==> src/rtl/nibble_alu_pkg.sv <==
// Shared types and constants for the nibble ALU command sequencer.
package nibble_alu_pkg;

    localparam int HOLD_DEFAULT = 6;

    localparam logic [1:0] OP_ADD = 2'b00;
    localparam logic [1:0] OP_SUB = 2'b01;
    localparam logic [1:0] OP_AND = 2'b10;
    localparam logic [1:0] OP_OR  = 2'b11;

    typedef enum logic [1:0] {
        S_IDLE,
        S_ISSUE,
        S_OUT
    } state_t;

    typedef struct packed {
        logic [1:0] op;
        logic [3:0] a;
        logic [3:0] b;
    } cmd_t;

endpackage

==> src/rtl/nibble_cmd_fifo.sv <==
// DEPTH x 10-bit command FIFO; guarded push/pop, pointers wrap mod DEPTH.
module nibble_cmd_fifo #(
    parameter int DEPTH = 4,
    localparam int AW = $clog2(DEPTH)
) (
    input  logic          clk,
    input  logic          rst_n,
    input  logic          push,
    input  logic [9:0]    din,
    input  logic          pop,
    output logic [9:0]    dout,
    output logic          full,
    output logic          empty,
    output logic [AW:0]   count
);

    localparam logic [AW:0] DEPTH_C = (AW+1)'(DEPTH);

    logic [9:0]    mem_q [DEPTH];
    logic [9:0]    mem_d [DEPTH];
    logic [AW-1:0] wr_ptr_q, wr_ptr_d;
    logic [AW-1:0] rd_ptr_q, rd_ptr_d;
    logic [AW:0]   count_q, count_d;
    logic          push_ok;
    logic          pop_ok;

    assign full    = (count_q == DEPTH_C);
    assign empty   = (count_q == '0);
    assign count   = count_q;
    assign dout    = mem_q[rd_ptr_q];
    assign push_ok = push && !full;
    assign pop_ok  = pop && !empty;

    always_comb begin
        mem_d    = mem_q;
        wr_ptr_d = wr_ptr_q;
        rd_ptr_d = rd_ptr_q;
        count_d  = count_q;
        if (push_ok) begin
            mem_d[wr_ptr_q] = din;
            wr_ptr_d        = wr_ptr_q + AW'(1);
        end
        if (pop_ok) begin
            rd_ptr_d = rd_ptr_q + AW'(1);
        end
        if (push_ok && !pop_ok) begin
            count_d = count_q + (AW+1)'(1);
        end else if (pop_ok && !push_ok) begin
            count_d = count_q - (AW+1)'(1);
        end
    end

    always_ff @(posedge clk or negedge rst_n) begin
        if (!rst_n) begin
            for (int i = 0; i < DEPTH; i++) begin
                mem_q[i] <= '0;
            end
            wr_ptr_q <= '0;
            rd_ptr_q <= '0;
            count_q  <= '0;
        end else begin
            mem_q    <= mem_d;
            wr_ptr_q <= wr_ptr_d;
            rd_ptr_q <= rd_ptr_d;
            count_q  <= count_d;
        end
    end

endmodule

==> src/rtl/nibble_alu_seq.sv <==
// Sequences queued commands through an external nibble ALU, holding its
// inputs HOLD cycles before capturing the result into a stable output.
module nibble_alu_seq
    import nibble_alu_pkg::*;
#(
    parameter int DEPTH = 4,
    parameter int HOLD  = HOLD_DEFAULT
) (
    input  logic       clk,
    input  logic       rst_n,
    input  logic       cmd_valid,
    output logic       cmd_ready,
    input  logic [3:0] cmd_a,
    input  logic [3:0] cmd_b,
    input  logic [1:0] cmd_op,
    output logic [3:0] alu_a,
    output logic [3:0] alu_b,
    output logic [1:0] alu_op,
    input  logic [3:0] alu_s,
    input  logic       alu_cout,
    input  logic       alu_valid,
    output logic       res_valid,
    input  logic       res_ready,
    output logic [3:0] res_s,
    output logic       res_cout,
    output logic       busy,
    output logic       err
);

    localparam int AW = $clog2(DEPTH);
    localparam int CW = $clog2(HOLD);
    localparam logic [AW:0] DEPTH_C = (AW+1)'(DEPTH);

    state_t      state_q, state_d;
    logic [CW-1:0] cnt_q, cnt_d;
    logic [3:0]  alu_a_q, alu_a_d;
    logic [3:0]  alu_b_q, alu_b_d;
    logic [1:0]  alu_op_q, alu_op_d;
    logic [3:0]  res_s_q, res_s_d;
    logic        res_cout_q, res_cout_d;
    logic        err_q, err_d;

    logic        push;
    logic        pop;
    logic        fifo_full;
    logic        fifo_empty;
    logic [AW:0] fifo_count;
    cmd_t        head;

    assign cmd_ready = (fifo_count < DEPTH_C);
    assign push      = cmd_valid && cmd_ready;

    nibble_cmd_fifo #(
        .DEPTH (DEPTH)
    ) u_fifo (
        .clk   (clk),
        .rst_n (rst_n),
        .push  (push),
        .din   ({cmd_op, cmd_a, cmd_b}),
        .pop   (pop),
        .dout  (head),
        .full  (fifo_full),
        .empty (fifo_empty),
        .count (fifo_count)
    );

    always_comb begin
        state_d    = state_q;
        cnt_d      = cnt_q;
        alu_a_d    = alu_a_q;
        alu_b_d    = alu_b_q;
        alu_op_d   = alu_op_q;
        res_s_d    = res_s_q;
        res_cout_d = res_cout_q;
        err_d      = err_q;
        pop        = 1'b0;
        unique case (state_q)
            S_IDLE: begin
                if (!fifo_empty) begin
                    pop      = 1'b1;
                    alu_a_d  = head.a;
                    alu_b_d  = head.b;
                    alu_op_d = head.op;
                    cnt_d    = CW'(HOLD - 1);
                    state_d  = S_ISSUE;
                end
            end
            S_ISSUE: begin
                if (cnt_q != '0) begin
                    cnt_d = cnt_q - CW'(1);
                end else begin
                    res_s_d    = alu_s;
                    res_cout_d = alu_cout;
                    err_d      = err_q | ~alu_valid;
                    state_d    = S_OUT;
                end
            end
            // No issue from OUT: the pop waits for the following IDLE cycle.
            S_OUT: begin
                if (res_ready) begin
                    state_d = S_IDLE;
                end
            end
            default: state_d = S_IDLE;
        endcase
    end

    always_ff @(posedge clk or negedge rst_n) begin
        if (!rst_n) begin
            state_q    <= S_IDLE;
            cnt_q      <= '0;
            alu_a_q    <= '0;
            alu_b_q    <= '0;
            alu_op_q   <= '0;
            res_s_q    <= '0;
            res_cout_q <= 1'b0;
            err_q      <= 1'b0;
        end else begin
            state_q    <= state_d;
            cnt_q      <= cnt_d;
            alu_a_q    <= alu_a_d;
            alu_b_q    <= alu_b_d;
            alu_op_q   <= alu_op_d;
            res_s_q    <= res_s_d;
            res_cout_q <= res_cout_d;
            err_q      <= err_d;
        end
    end

    assign alu_a     = alu_a_q;
    assign alu_b     = alu_b_q;
    assign alu_op    = alu_op_q;
    assign res_valid = (state_q == S_OUT);
    assign res_s     = res_s_q;
    assign res_cout  = res_cout_q;
    assign busy      = (state_q != S_IDLE);
    assign err       = err_q;

    a_ready_full: assert property (
        @(posedge clk) disable iff (!rst_n) cmd_ready == !fifo_full
    );

endmodule

==> config.mk <==
export PLATFORM = sky130hd
export DESIGN_NAME = nibble_alu_seq
export DESIGN_NICKNAME = d
export VERILOG_FILES = /design/src/rtl/nibble_alu_pkg.sv /design/src/rtl/nibble_cmd_fifo.sv /design/src/rtl/nibble_alu_seq.sv
export SDC_FILE = /design/constraint.sdc
export NUM_CORES = 1
export LEC_CHECK = 0
export BUFFER_PORTS_ARGS = -buffer_cell sky130_fd_sc_hd__buf_2
export CAP_MARGIN = 20
export CORE_UTILIZATION = 49
export DETAILED_ROUTE_END_ITERATION = 6
export HOLD_SLACK_MARGIN = 0.12
export PLACE_DENSITY_LB_ADDON = 0.25
export SLEW_MARGIN = 10
export SYNTH_ARGS = -nofsm -noshare
export SYNTH_HDL_FRONTEND = slang
export SYNTH_HIERARCHICAL = 1
export SYNTH_SLANG_ARGS = --single-unit
export TNS_END_PERCENT = 30
==> constraint.sdc <==
create_clock -name clk -period 2.8 [get_ports clk]
set_clock_uncertainty 0.05 [all_clocks]
set_input_delay 0.28 -clock clk [delete_from_list [all_inputs] [get_ports clk]]
set_output_delay 0.28 -clock clk [all_outputs]
set_load 0.05 [all_outputs]
# ---- Yosys cells after proc, flatten, opt, wreduce, memory -nomap -nowiden
# Index checks and enable logic that the tools add are counted.
dict set report word_totals {
  input_bits 20
  latch_bits 0
  romBits 0
  ff_bits 68
  mem_count 0
  ram_bits 0
}
dict set report op_classes {
  n_eq_ne 7
  shift 0
  div 0
  muxes 17
  magnitude_cmp 4
  n_bitwise 6
  mul 0
  reduce_logical 20
  add_sub_neg 5
}
# operator n
set ops {}
lappend ops {{bitwise mux 40 bit} 1}
lappend ops {{two-way mux 10 bit} 3}
lappend ops {{binary-select mux 10 bit (select 2 bit)} 1}
lappend ops {{demux 10 bit (select 2 bit)} 1}
lappend ops {{two-way mux 3 bit} 4}
lappend ops {{>= comparator 3 bit, second input constant} 2}
lappend ops {{logical AND 1 bit} 6}
lappend ops {{two-way mux 2 bit} 3}
lappend ops {{!= test 2 bit, second input constant} 3}
lappend ops {{NOT 2 -> 3 bit} 2}
lappend ops {{one-hot mux 2 bit (3 select lines)} 1}
lappend ops {{one-hot mux 3 bit (2 select lines)} 1}
lappend ops {{AND reduction 3 bit} 2}
lappend ops {{nonzero test 2 bit} 3}
lappend ops {{subtractor 3 x 1 -> 3 bit, second input constant} 2}
lappend ops {{adder 2 x 1 -> 2 bit, second input constant} 2}
lappend ops {{logical NOT 1 bit} 4}
lappend ops {{AND reduction 2 bit} 2}
lappend ops {{adder 3 x 1 -> 3 bit, second input constant} 1}
lappend ops {{== test 3 bit, second input constant} 1}
lappend ops {{logical NOT 3 bit} 1}
lappend ops {{< comparator 3 x 1 -> 1 bit, second input constant} 1}
lappend ops {{< comparator 3 bit, second input constant} 1}
lappend ops {{NOT 1 bit} 3}
lappend ops {{other kinds (7)} 8}

# ---- Longest topological paths before layout
# Gate-level depths: netlist (run 1).
dict set report depth {
  depth_word 7
  ltp_mapped 10
  depth_no_buf 9
}

# ---- Modules after synthesis
# Netlist (run 1), hierarchy kept.
# module area_each_um2 n_inst seq_area_each_um2 cells_per_inst
set modules_own_cells {}
lappend modules_own_cells {nibble_cmd_fifo 2117.0 1 1176.1 130}
lappend modules_own_cells {nibble_alu_seq 987.2 1 525.5 64}

# ---- Worst setup path before layout (run 1)
# OpenSTA, ideal clock, no wires.
dict set report synth_path {
  path_kind {reg-to-reg}
  from {register u_fifo.count_q[0], in the netlist u_fifo/count[0]}
  to {register u_fifo.count_q[2], in the netlist u_fifo/count[2]}
  t_required_ps 2671
  path_buffers 1
  path_slack_ps 523
  t_arrival_ps 2148
  path_stages_with_launch 11
  cell_sequence {dfrtp_1 -> nor3_1 -> nor2_4 -> buf_12 -> nand2b_1 -> ha_1 -> inv_1 -> fa_1 -> xor2_1 -> nor2_1 -> xor2_1}
}
dict set report synth_via {
  elab_chain_len 7
  word_cells_on_any_way 19
  classes_between {add/sub (2); order compare (1); eq/ne (1); mux (4); reduce/logical (11)}
}
# item line_no
set synth_rtl {}
lappend synth_rtl {{start: declaration} nibble_cmd_fifo.sv:23} ;# logic [AW:0] count_q, count_d;
lappend synth_rtl {{start signal: assignment} nibble_cmd_fifo.sv:65} ;# count_q <= count_d;
lappend synth_rtl {{logical NOT 3 bit *} nibble_cmd_fifo.sv:28} ;# assign empty = (count_q == '0);
lappend synth_rtl {{via fifo_empty} nibble_alu_seq.sv:46} ;# logic fifo_empty;
lappend synth_rtl {{two-way mux 1 bit *} nibble_alu_seq.sv:79} ;# if (!fifo_empty) begin
lappend synth_rtl {{two-way mux 1 bit *} nibble_alu_seq.sv:77} ;# unique case (state_q)
lappend synth_rtl {{via pop} nibble_alu_seq.sv:44} ;# logic pop;
lappend synth_rtl {{logical AND 1 bit *} nibble_cmd_fifo.sv:32} ;# assign pop_ok = pop && !empty;
lappend synth_rtl {{logical NOT 1 bit} nibble_cmd_fifo.sv:46} ;# if (push_ok && !pop_ok) begin
lappend synth_rtl {{logical AND 1 bit} nibble_cmd_fifo.sv:46}
lappend synth_rtl {{two-way mux 3 bit / nonzero test 2 bit (equally long branches)} --}
# The timed path passes the listed nets; every way through them passes the cells marked *. The select of a mux whose other input is x is not followed.
# A chain may end at the register's enable or synchronous reset.

# ---- Worst setup path in the final report (run 1)
dict set report layout_path {
  from {register u_fifo.count_q[0], in the netlist u_fifo/count[0]}
  to {register u_fifo.count_q[2], in the netlist u_fifo/count[2]}
}
dict set report layout_via {
  elab_chain_len 7
  word_cells_on_any_way 19
  classes_between {add/sub (2); order compare (1); eq/ne (1); mux (4); reduce/logical (11)}
}
# item line_no
set layout_rtl {}
lappend layout_rtl {{logical NOT 3 bit *} nibble_cmd_fifo.sv:28}
lappend layout_rtl {{via fifo_empty} nibble_alu_seq.sv:46}
lappend layout_rtl {{two-way mux 1 bit} nibble_alu_seq.sv:79}
lappend layout_rtl {{two-way mux 1 bit} nibble_alu_seq.sv:77}
lappend layout_rtl {{logical AND 1 bit *} nibble_cmd_fifo.sv:32}
lappend layout_rtl {{logical NOT 1 bit} nibble_cmd_fifo.sv:46}
lappend layout_rtl {{logical AND 1 bit} nibble_cmd_fifo.sv:46}
lappend layout_rtl {{two-way mux 3 bit / nonzero test 2 bit (equally long branches)} --}
# Marked as above.

==> results.sh, run 1 <==
export IMPL_status="complete, no violations"
export IMPL_cap_violations=0
export IMPL_yosysWarnings=6
export IMPL_power_density_mw_per_mm2=1260
export IMPL_die_area_mm2=0.00666
export IMPL_vias=1675
export IMPL_grt_pass1_wl_um=8600
export IMPL_rsz0062_at_grt="false"
export IMPL_slowest_stage="nor3_1"
export IMPL_cp_cell_sequence="nor3_1, nand2b_1, ha_1, inv_1, fa_1, xor2_1, nor2_1, xor2_1"
export IMPL_end_kind="register"
export IMPL_setup_viol=0
export IMPL_vdd_drop_max_mv=0.642
export IMPL_cts_repair_resized=0
export IMPL_p_leak_uw=0.00167
export IMPL_cts_root_buf="clkbuf_8"
export IMPL_synth_flop_cell="dfrtp_1"
export IMPL_drtPass1Iterations=4
export IMPL_avgSynthCellArea_um2=16.0
export IMPL_syn_nets=222
export IMPL_globalplace_congestion=0.787
export IMPL_critPathMaxStageDelay_ps=480
export IMPL_min_period_over_period=0.838
export IMPL_path_class="reg -> reg"
export IMPL_dp_hpwl_um=3470
export IMPL_clk_transition_reported_paths_ps=70
export IMPL_rows=28
export IMPL_cts_tree="yes"
export IMPL_grt_max_degree=42
export IMPL_antenna_found_initial=0
export IMPL_clock_fmax_ghz=0.426
export IMPL_relSlewSlack=0.559
export IMPL_ys_async_sr_fraction=1.00
export IMPL_fin_ws_ps=454
export IMPL_grt_pass1_vias=1672
export IMPL_min_path_type="in -> reg"
export IMPL_post_place_ws_ps=487
export IMPL_die_width_um=81.6
export IMPL_final_common_cell="dfrtp_1"
export IMPL_syn_inst=194
export IMPL_layout_common_cells="dfrtp_1, mux2_2, buf_2"
export IMPL_cp_start_kind="register"
export IMPL_hold_buffers=7
export IMPL_area_growth_syn_to_layout_pct=17.5
export IMPL_insertedDiodeCount=0
export IMPL_post_cts_buffers=0
export IMPL_synth_area_mm2=0.00310
export IMPL_arrival_ps=2560
export IMPL_via_per_inst=5.08
export IMPL_globalRoute_totalOverflow=0
export IMPL_final_nets=278
export IMPL_io_pins=39
export IMPL_cts_made_buffers=9
export IMPL_path_max_fanout=4
export IMPL_r2r_setup_slack_ps=450
export IMPL_setup_tns_ps=0
export IMPL_synth_edf_count=0
export IMPL_synth_seq_area_share=0.548
export IMPL_yosys_register_bits=68
export IMPL_finalHoldViolCount=0
export IMPL_htreeDepth=3
export IMPL_start_util=0.515
export IMPL_ys_types=33
export IMPL_period_needed_ps=2350
export IMPL_slew_viol_final=0
export IMPL_wl_per_cell_um=16.1
export IMPL_critPathRequiredTime_ps=3010
export IMPL_numClockSinks=68
export IMPL_fp_coreArea_mm2=0.00603
export IMPL_routed_wl_um=5320
export IMPL_drtAntennaViolNets=0
export IMPL_cp_top_family="simple AND/OR/NAND/NOR gates"
export IMPL_fin_util=0.605
export IMPL_cp_common_cell="xor2_1"
export IMPL_path_buf_inv=1
export IMPL_clk_latency_ps=340
export IMPL_cts_buffer_depth=2
export IMPL_dr_first_iter_drc_count=36
export IMPL_die_y_um=81.6
export IMPL_tightestPinTransition_ps=662
export IMPL_drcViolationCount=0
export IMPL_fin_hold_ws_ps=163
export IMPL_drive_gt1_frac=0.525
export IMPL_io_buffers=38
export IMPL_grt_usage=0.181
## stage by stage
step | cells | power, uW | instance area (um2)
6_report | 330 | 4610 | 3650
5_1_grt | 330 | 4900 | 3650
4_1_cts | 330 | 4670 | 3650
3_5_place_dp | 307 | 3910 | 3390
3_3_place_gp | 307 | 3860 | 3390
2_1_floorplan | 194 | 3490 | 3100
## path summary, 6_finish.rpt
kind                            startpoint          endpoint  depth (start not counted)
max                        u_fifo/count[0]   u_fifo/count[2]                          8
min reg2reg                            err               err                          2
min                              res_ready        state_q[1]                          3
min in group asynchronous            rst_n          alu_b[3]                          2
max in group asynchronous            rst_n  u_fifo/mem_q[34]                          3
max reg2reg                u_fifo/count[0]   u_fifo/count[2]                          8
## synthesized netlist by cell type, drive strengths merged, types with 2 or more instances
cell,number,share of area
dfrtp,68,0.55
mux2,57,0.22
mux4,10,0.073
inv,8,0.0097
ha,7,0.028
nor2,7,0.019
nand2,4,0.0048
nor2b,4,0.0081
xnor2,4,0.011
xor2,3,0.0085
buf,2,0.0081
nand2b,2,0.0040
o21ai,2,0.0032
or2b,2,0.0073
## kinds of logic (layout without fill, tap and decap cells)
| logic type | Yosys count | after routing | share of synthesized area |
|---|---|---|---|
| AOI/OAI and AO/OA | 7 | 7 | 0.0165 |
| buffers and inverters | 11 | 72 | 0.0189 |
| adders and majority gates | 8 | 8 | 0.0347 |
| DFF | 68 | 68 | 0.548 |
| and+or+nand+nor | 25 | 25 | 0.0625 |
| xor gates and xnor gates | 7 | 7 | 0.0198 |
| muxes | 68 | 68 | 0.299 |
## layer usage
| layer | global-route usage | up-vias | wire length (um) |
|---|---|---|---|
| li1 | - | 809 | - |
| met1 | 0.240 | 836 | 2540 |
| met3 | 0.0722 | 2 | 209 |
| met2 | 0.269 | 28 | 2550 |
| met5 | 0 | - | 0 |
| met4 | 0.0684 | 0 | 21 |
## layout make-up
| cell class | instances | area [um2] |
|---|---|---|
| clock buffers | 15 | 176 |
| flip-flops and latches | 68 | 1700 |
| clock inverters | 1 | 5.00 |
| fillers | 478 | 2380 |
| multi-input cells | 115 | 1340 |
| repair buffers | 48 | 295 |
| inverters | 8 | 30.0 |
| well taps | 75 | 93.8 |
## power by group
group / leakage (uW) / internal, uW / switching [uW] / total, uW
Sequential: 0.000813 / 1480 / 327 / 1800
Combinational: 0.000762 / 1060 / 1010 / 2070
Clock: 0.0000937 / 394 / 335 / 730
## state kept, by name (all words and copies together), names as in the netlist
name,count
state_q,2
res_cout,1
cnt_q,3
u_fifo/rd_ptr_q,2
res_s,4
u_fifo/wr_ptr_q,2
alu_b,4
u_fifo/count,3
alu_op,2
u_fifo/mem_q,40
alu_a,4
err,1
## worst register-to-register path, delay by kind of cell, from the launching register on
| family | cells | cell delay [ps] |
|---|---|---|
| simple gates | 3 | 820 |
| fa+ha+maj | 2 | 570 |
| flops | 1 | 460 |
| xor+xnor | 2 | 300 |
| buf+inv | 1 | 70 |
Power figures use the tool's default switching activity.
==> run 2, diff against run 1 <==
==> constraint.sdc (replaced) <==
create_clock -name clk -period 2 [get_ports clk]
set_clock_uncertainty 0.05 [all_clocks]
set_input_delay 0.2 -clock clk [delete_from_list [all_inputs] [get_ports clk]]
set_output_delay 0.2 -clock clk [all_outputs]
set_load 0.05 [all_outputs]
==> run 2 against run 1 <==
  * Clock power up 34%
  * Total power up 44%
  * Worst setup slack worse by 420 ps
  * Sequential share of layout area down 2.5 points
  * Fmax up 19%
  * Global-route usage up 0.80 points
  * Die area unchanged
  * Hold slack better by 200 ps
  * Design area up 5.8%
  * Critical endpoint unchanged
  * Utilization up 3.5 points
  * Cell count up 5.5%
==> results.sh, run 2 (synthesis results as in run 1) <==
export IMPL_globalRoute_totalOverflow=0
export IMPL_drtAntennaViolNets=0
export IMPL_htreeDepth=3
export IMPL_min_path_type="in -> async"
export IMPL_dp_hpwl_um=3320
export IMPL_insertedDiodeCount=0
export IMPL_die_y_um=81.6
export IMPL_cp_start_kind="register"
export IMPL_vias=1786
export IMPL_area_growth_syn_to_layout_pct=24.3
export IMPL_via_per_inst=5.13
export IMPL_post_place_ws_ps=-76.5
export IMPL_critPathRequiredTime_ps=2210
export IMPL_wl_per_cell_um=15.7
export IMPL_globalplace_congestion=0.703
export IMPL_drcViolationCount=0
export IMPL_die_width_um=81.6
export IMPL_io_pins=39
export IMPL_clk_transition_reported_paths_ps=60
export IMPL_grt_pass1_wl_um=9030
export IMPL_start_util=0.515
export IMPL_slew_viol_final=0
export IMPL_routed_wl_um=5460
export IMPL_p_total_uw=6620
export IMPL_regMostFlops="u_fifo/mem_q"
export IMPL_p_leak_uw=0.00176
export IMPL_relSlewSlack=0.582
export IMPL_min_period_over_period=0.984
export IMPL_grt_pass1_vias=1833
export IMPL_arrival_ps=2170
export IMPL_die_area_mm2=0.00666
export IMPL_fp_coreArea_mm2=0.00603
export IMPL_largest_reg_flops=40
export IMPL_tightestPinTransition_ps=626
export IMPL_numClockSinks=68
export IMPL_end_kind="register"
export IMPL_fillers=461
export IMPL_cts_tree="yes"
export IMPL_vdd_drop_max_mv=1.12
export IMPL_final_common_cell="dfrtp_1"
export IMPL_layout_common_cells="dfrtp_1, mux2_2, buf_2"
export IMPL_cap_violations=0
export IMPL_grt_max_degree=69
export IMPL_setup_viol=0
export IMPL_path_max_fanout=5
export IMPL_rsz0062_at_grt="true"
export IMPL_met1_length_um=2580
export IMPL_period_needed_ps=1970
export IMPL_io_buffers=38
export IMPL_power_density_mw_per_mm2=1720
export IMPL_final_nets=297
export IMPL_route_top_layer_used="met4"
export IMPL_clock_fmax_ghz=0.508
export IMPL_cts_root_buf="clkbuf_8"
export IMPL_finalHoldViolCount=0
export IMPL_path_class="reg -> reg"
export IMPL_grt_usage=0.189
export IMPL_cts_made_buffers=9
export IMPL_placed_cells=313
export IMPL_status="complete, no violations"
export IMPL_antenna_found_initial=0
export IMPL_drive_gt1_frac=0.549
export IMPL_rows=28
export IMPL_r2r_setup_slack_ps=30
export IMPL_clk_latency_ps=340
export IMPL_instances_no_fill=348
export IMPL_wl_met2_um=2560
export IMPL_cts_buffer_depth=2
export IMPL_drtPass1Iterations=4
export IMPL_fin_ws_ps=32.6
export IMPL_met3_length_um=230
export IMPL_dr_first_iter_drc_count=57
[run 2: cell count changes in the layout (fill, tap and decap cells not counted), moves of 2 or more]
cell and delta:
buf_4 +8, dfrtp_1 -2, dfrtp_2 +2, nor2_2 -2, nor2_4 +2, dlygate4sd3_1 +11
[run 2: through the flow]
| stage | utilization | setup TNS, ps | area (um2) | hold WS, ps |
|---|---|---|---|---|
| after global routing | 0.640 | -48.4 | 3860 | 398 |
| after global placement | 0.575 | -40.7 | 3460 | 201 |
| after detailed placement | 0.575 | -114 | 3460 | 201 |
| after CTS | 0.638 | -17.1 | 3840 | 372 |
| after floorplan | - | -209 | 3130 | -146 |
| final | 0.640 | 0 | 3860 | 359 |
[run 2: final timing paths]
path                            startpoint              end  cells after the start
min in group clk                       err              err                      2
max in group asynchronous            rst_n  u_fifo/count[2]                      3
hold / removal                       rst_n         alu_a[2]                      3
hold reg to reg                        err              err                      2
setup reg to reg           u_fifo/count[2]  u_fifo/count[2]                      8
setup / recovery           u_fifo/count[2]  u_fifo/count[2]                      8
[run 2: cell type report]
| type | count | area (um2) | share of cell area |
|---|---|---|---|
| Sequential cell | 68 | 1700 | 0.442 |
| Multi-Input combinational cell | 115 | 1400 | 0.362 |
| Timing Repair Buffer | 67 | 465 | 0.121 |
| Clock buffer | 13 | 159 | 0.0412 |
| Tap cell | 75 | 93.8 | 0.0243 |
| Inverter | 8 | 30.0 | 0.00778 |
| Clock inverter | 2 | 10.0 | 0.00259 |
[run 2: power by group]
group	internal, uW	switching (uW)
Combinational	1630	1500
Sequential	2070	436
Clock	507	470
Total	4210	2410
[run 2: timing repair]
| action | 4_1_cts | 5_1_grt |
|---|---|---|
| resized for setup | 4 | 4 |
| hold endpoints to repair | 115 | 0 |
| setup endpoints to repair | 2 | 37 |
| hold buffers | 18 | 0 |
| pin swaps | 1 | 2 |
| buffers inserted | 2 | 0 |
[run 2: routing by layer]
metal  up-vias  track usage
met5         -            0
met4         0       0.0684
met3        13       0.0756
met2        34        0.281
met1       902        0.252
li1        837            -
[run 2: worst max-delay path: stages, from the launching register on]
cell	delay, ps
dfrtp_2	460
nor3_4	260
nand2b_4	190
ha_4	140
inv_2	40
fa_2	320
xor2_1	140
nor2_1	120
xor2_1	160
==> run 3, diff against run 2 <==
--- a/config.mk
+++ b/config.mk
@@ -14,6 +14,5 @@
 export SLEW_MARGIN = 10
 export SYNTH_ARGS = -nofsm -noshare
 export SYNTH_HDL_FRONTEND = slang
-export SYNTH_HIERARCHICAL = 1
 export SYNTH_SLANG_ARGS = --single-unit
 export TNS_END_PERCENT = 30
==> run 3 against run 2 <==
  * Total power is 3.5% higher
  * Sequential share of layout area is 1.2 points higher
  * Sequential power hardly changed
  * Design area is 2.8% lower
  * Utilization is 0.66 points lower
  * Global-route usage hardly changed
  * Die area is 3.1% lower
  * Synthesized cell count is 2.1% lower
  * Cell count is 2.6% lower
  * Hold slack worse by 58 ps
  * Critical path type unchanged
  * Largest cell class unchanged
  * Highest routed layer unchanged
==> results.sh, run 3 <==
export IMPL_setup_viol=0
export IMPL_post_route_cell_area_mm2=0.00375
export IMPL_io_buffers=38
export IMPL_yosys_top_cells_count="dfrtp_1, mux2_2, inv_1, mux2_4, mux4_2"
export IMPL_dr_first_iter_drc_count=39
export IMPL_synth_edf_count=0
export IMPL_cts_made_buffers=9
export IMPL_rows=28
export IMPL_io_pins=39
export IMPL_insertedDiodeCount=0
export IMPL_globalRoute_totalOverflow=0
export IMPL_critPathMaxStageDelay_ps=420
export IMPL_min_period_over_period=0.935
export IMPL_vias=1756
export IMPL_syn_nets=218
export IMPL_fin_hold_ws_ps=301
export IMPL_avgSynthCellArea_um2=15.8
export IMPL_via_per_inst=5.18
export IMPL_cts_root_buf="clkbuf_8"
export IMPL_ys_async_sr_fraction=1.00
export IMPL_clk_transition_reported_paths_ps=70
export IMPL_synth_area_mm2=0.00301
export IMPL_path_class="reg -> reg"
export IMPL_drcViolationCount=0
export IMPL_clk_latency_ps=340
export IMPL_arrival_ps=2070
export IMPL_cp_start_kind="register"
export IMPL_clock_fmax_ghz=0.535
export IMPL_cp_cell_sequence="nor3_4, nor2_4, inv_4, ha_4, inv_2, fa_1, xor2_1, nor2_1, xnor2_1"
export IMPL_cp_top_family="adder cells"
export IMPL_layout_common_cells="dfrtp_1, mux2_2, buf_2"
export IMPL_yosys_area_top_type="dfrtp_1"
export IMPL_finalHoldViolCount=0
export IMPL_met3_length_um=192
export IMPL_path_buf_inv=2
export IMPL_grt_usage=0.189
export IMPL_yosys_area_top_type_share=0.566
export IMPL_die_width_um=80.3
export IMPL_cts_tree="yes"
export IMPL_htreeDepth=3
export IMPL_routed_wl_um=5280
export IMPL_wl_per_cell_um=15.6
export IMPL_largest_reg_flops=40
export IMPL_wl_met2_um=2560
export IMPL_yosys_register_bits=68
export IMPL_end_kind="register"
export IMPL_grt_pass1_vias=1753
export IMPL_met1_length_um=2440
export IMPL_period_needed_ps=1870
export IMPL_grt_max_degree=50
export IMPL_die_area_mm2=0.00645
export IMPL_fp_coreArea_mm2=0.00592
export IMPL_slowest_stage="dfrtp_2"
export IMPL_cap_violations=0
export IMPL_drive_gt1_frac=0.523
export IMPL_path_max_fanout=2
export IMPL_die_y_um=80.3
export IMPL_globalplace_congestion=0.735
export IMPL_status="complete, no violations"
export IMPL_regMostFlops="u_fifo.mem_q"
export IMPL_area_growth_syn_to_layout_pct=24.8
export IMPL_drtPass1Iterations=4
export IMPL_final_nets=289
export IMPL_syn_inst=190
export IMPL_power_density_mw_per_mm2=1830
export IMPL_dp_hpwl_um=3320
export IMPL_start_util=0.508
export IMPL_yosysMostFrequentCell="dfrtp_1"
export IMPL_cts_buffer_depth=2
export IMPL_relSlewSlack=0.646
export IMPL_route_top_layer_used="met4"
export IMPL_dpl_cell_area_mm2=0.00334
export IMPL_yosysWarnings=0
export IMPL_final_common_cell="dfrtp_1"
export IMPL_critPathRequiredTime_ps=2200
export IMPL_tightestPinTransition_ps=531
export IMPL_synth_flop_cell="dfrtp_1"
export IMPL_synthTopCellsByArea="dfrtp_1, mux2_2, mux4_2"
export IMPL_numClockSinks=68
export IMPL_min_path_type="in -> async"
export IMPL_vdd_drop_max_mv=0.913
export IMPL_ys_types=30
export IMPL_slew_viol_final=0
export IMPL_grt_pass1_wl_um=8610
export IMPL_antenna_found_initial=0
export IMPL_synth_seq_area_share=0.566
export IMPL_p_total_uw=6850
export IMPL_drtAntennaViolNets=0
export IMPL_p_leak_uw=0.00173
## run 3: path summary, 6_finish.rpt
| path | start | to | slack (ps) | depth (start not counted) |
|---|---|---|---|---|
| worst max-delay path | u_fifo.count[0] | u_fifo.count[2] | 130 | 9 |
| worst min-delay path | rst_n | u_fifo.mem_q[35] | 300 | 2 |
| worst max register to register | u_fifo.count[0] | u_fifo.count[2] | 130 | 9 |
| worst min register to register | err | err | 420 | 1 |
| max in group asynchronous | rst_n | u_fifo.count[0] | 960 | 3 |
| min in group clk | cmd_valid | u_fifo.wr_ptr_q[0] | 400 | 4 |
## run 3: metal layers
metal  global-route usage  vias up
met5                    0        -
met4               0.0964        0
met3               0.0511        9
met2                0.303       27
met1                0.235      897
li1                     -      823
## run 3: cell type report
cell class / count / area [um2]
clock inverter: 1 / 30.0
tap: 75 / 93.8
timing repair buffer: 64 / 443
sequential: 68 / 1700
fill: 428 / 2170
multi-input combinational: 109 / 1270
clock buffer: 13 / 179
inverter: 9 / 36.3
## run 3: kinds of logic (layout without fill, tap and decap cells)
family / after synthesis / count (layout) / share of synthesized area
muxes: 67 / 67 / 0.301
adders and majority gates: 8 / 8 / 0.0358
DFF: 68 / 68 / 0.566
AOI/OAI and AO/OA: 7 / 7 / 0.0171
buffers and inverters: 13 / 87 / 0.0216
and+or+nand+nor: 21 / 21 / 0.0412
xor gates and xnor gates: 6 / 6 / 0.0175
## run 3: metrics by stage
step	utilization	TNS [ps]	cells	setup WS, ps
after floorplan	-	-65.8	190	-59.2
after global placement	0.564	0	304	111
after detailed placement	0.564	0	304	29.1
after CTS	0.630	0	336	24.7
after global routing	0.634	-1.25	339	-1.25
final	0.634	0	339	129
## run 3: report_power, final
part | total, uW | internal [uW] | switching (uW)
logic | 3180 | 1590 | 1590
clock network | 1180 | 699 | 478
registers | 2490 | 2090 | 402
## run 3: worst register-to-register path, cell delays in order (launching register included)
cell and delay, ps:
dfrtp_2 420, nor3_4 230, nor2_4 70, inv_4 60, ha_4 130, inv_2 30
fa_1 360, xor2_1 150, nor2_1 120, xnor2_1 150
## run 3: what timing repair did
action	4_1_cts	5_1_grt
hold buffers	18	0
setup buffers	0	3
endpoints found under the hold margin	66	0
pin swaps	1	3
gates resized for setup	0	1
setup endpoints to repair	1	1
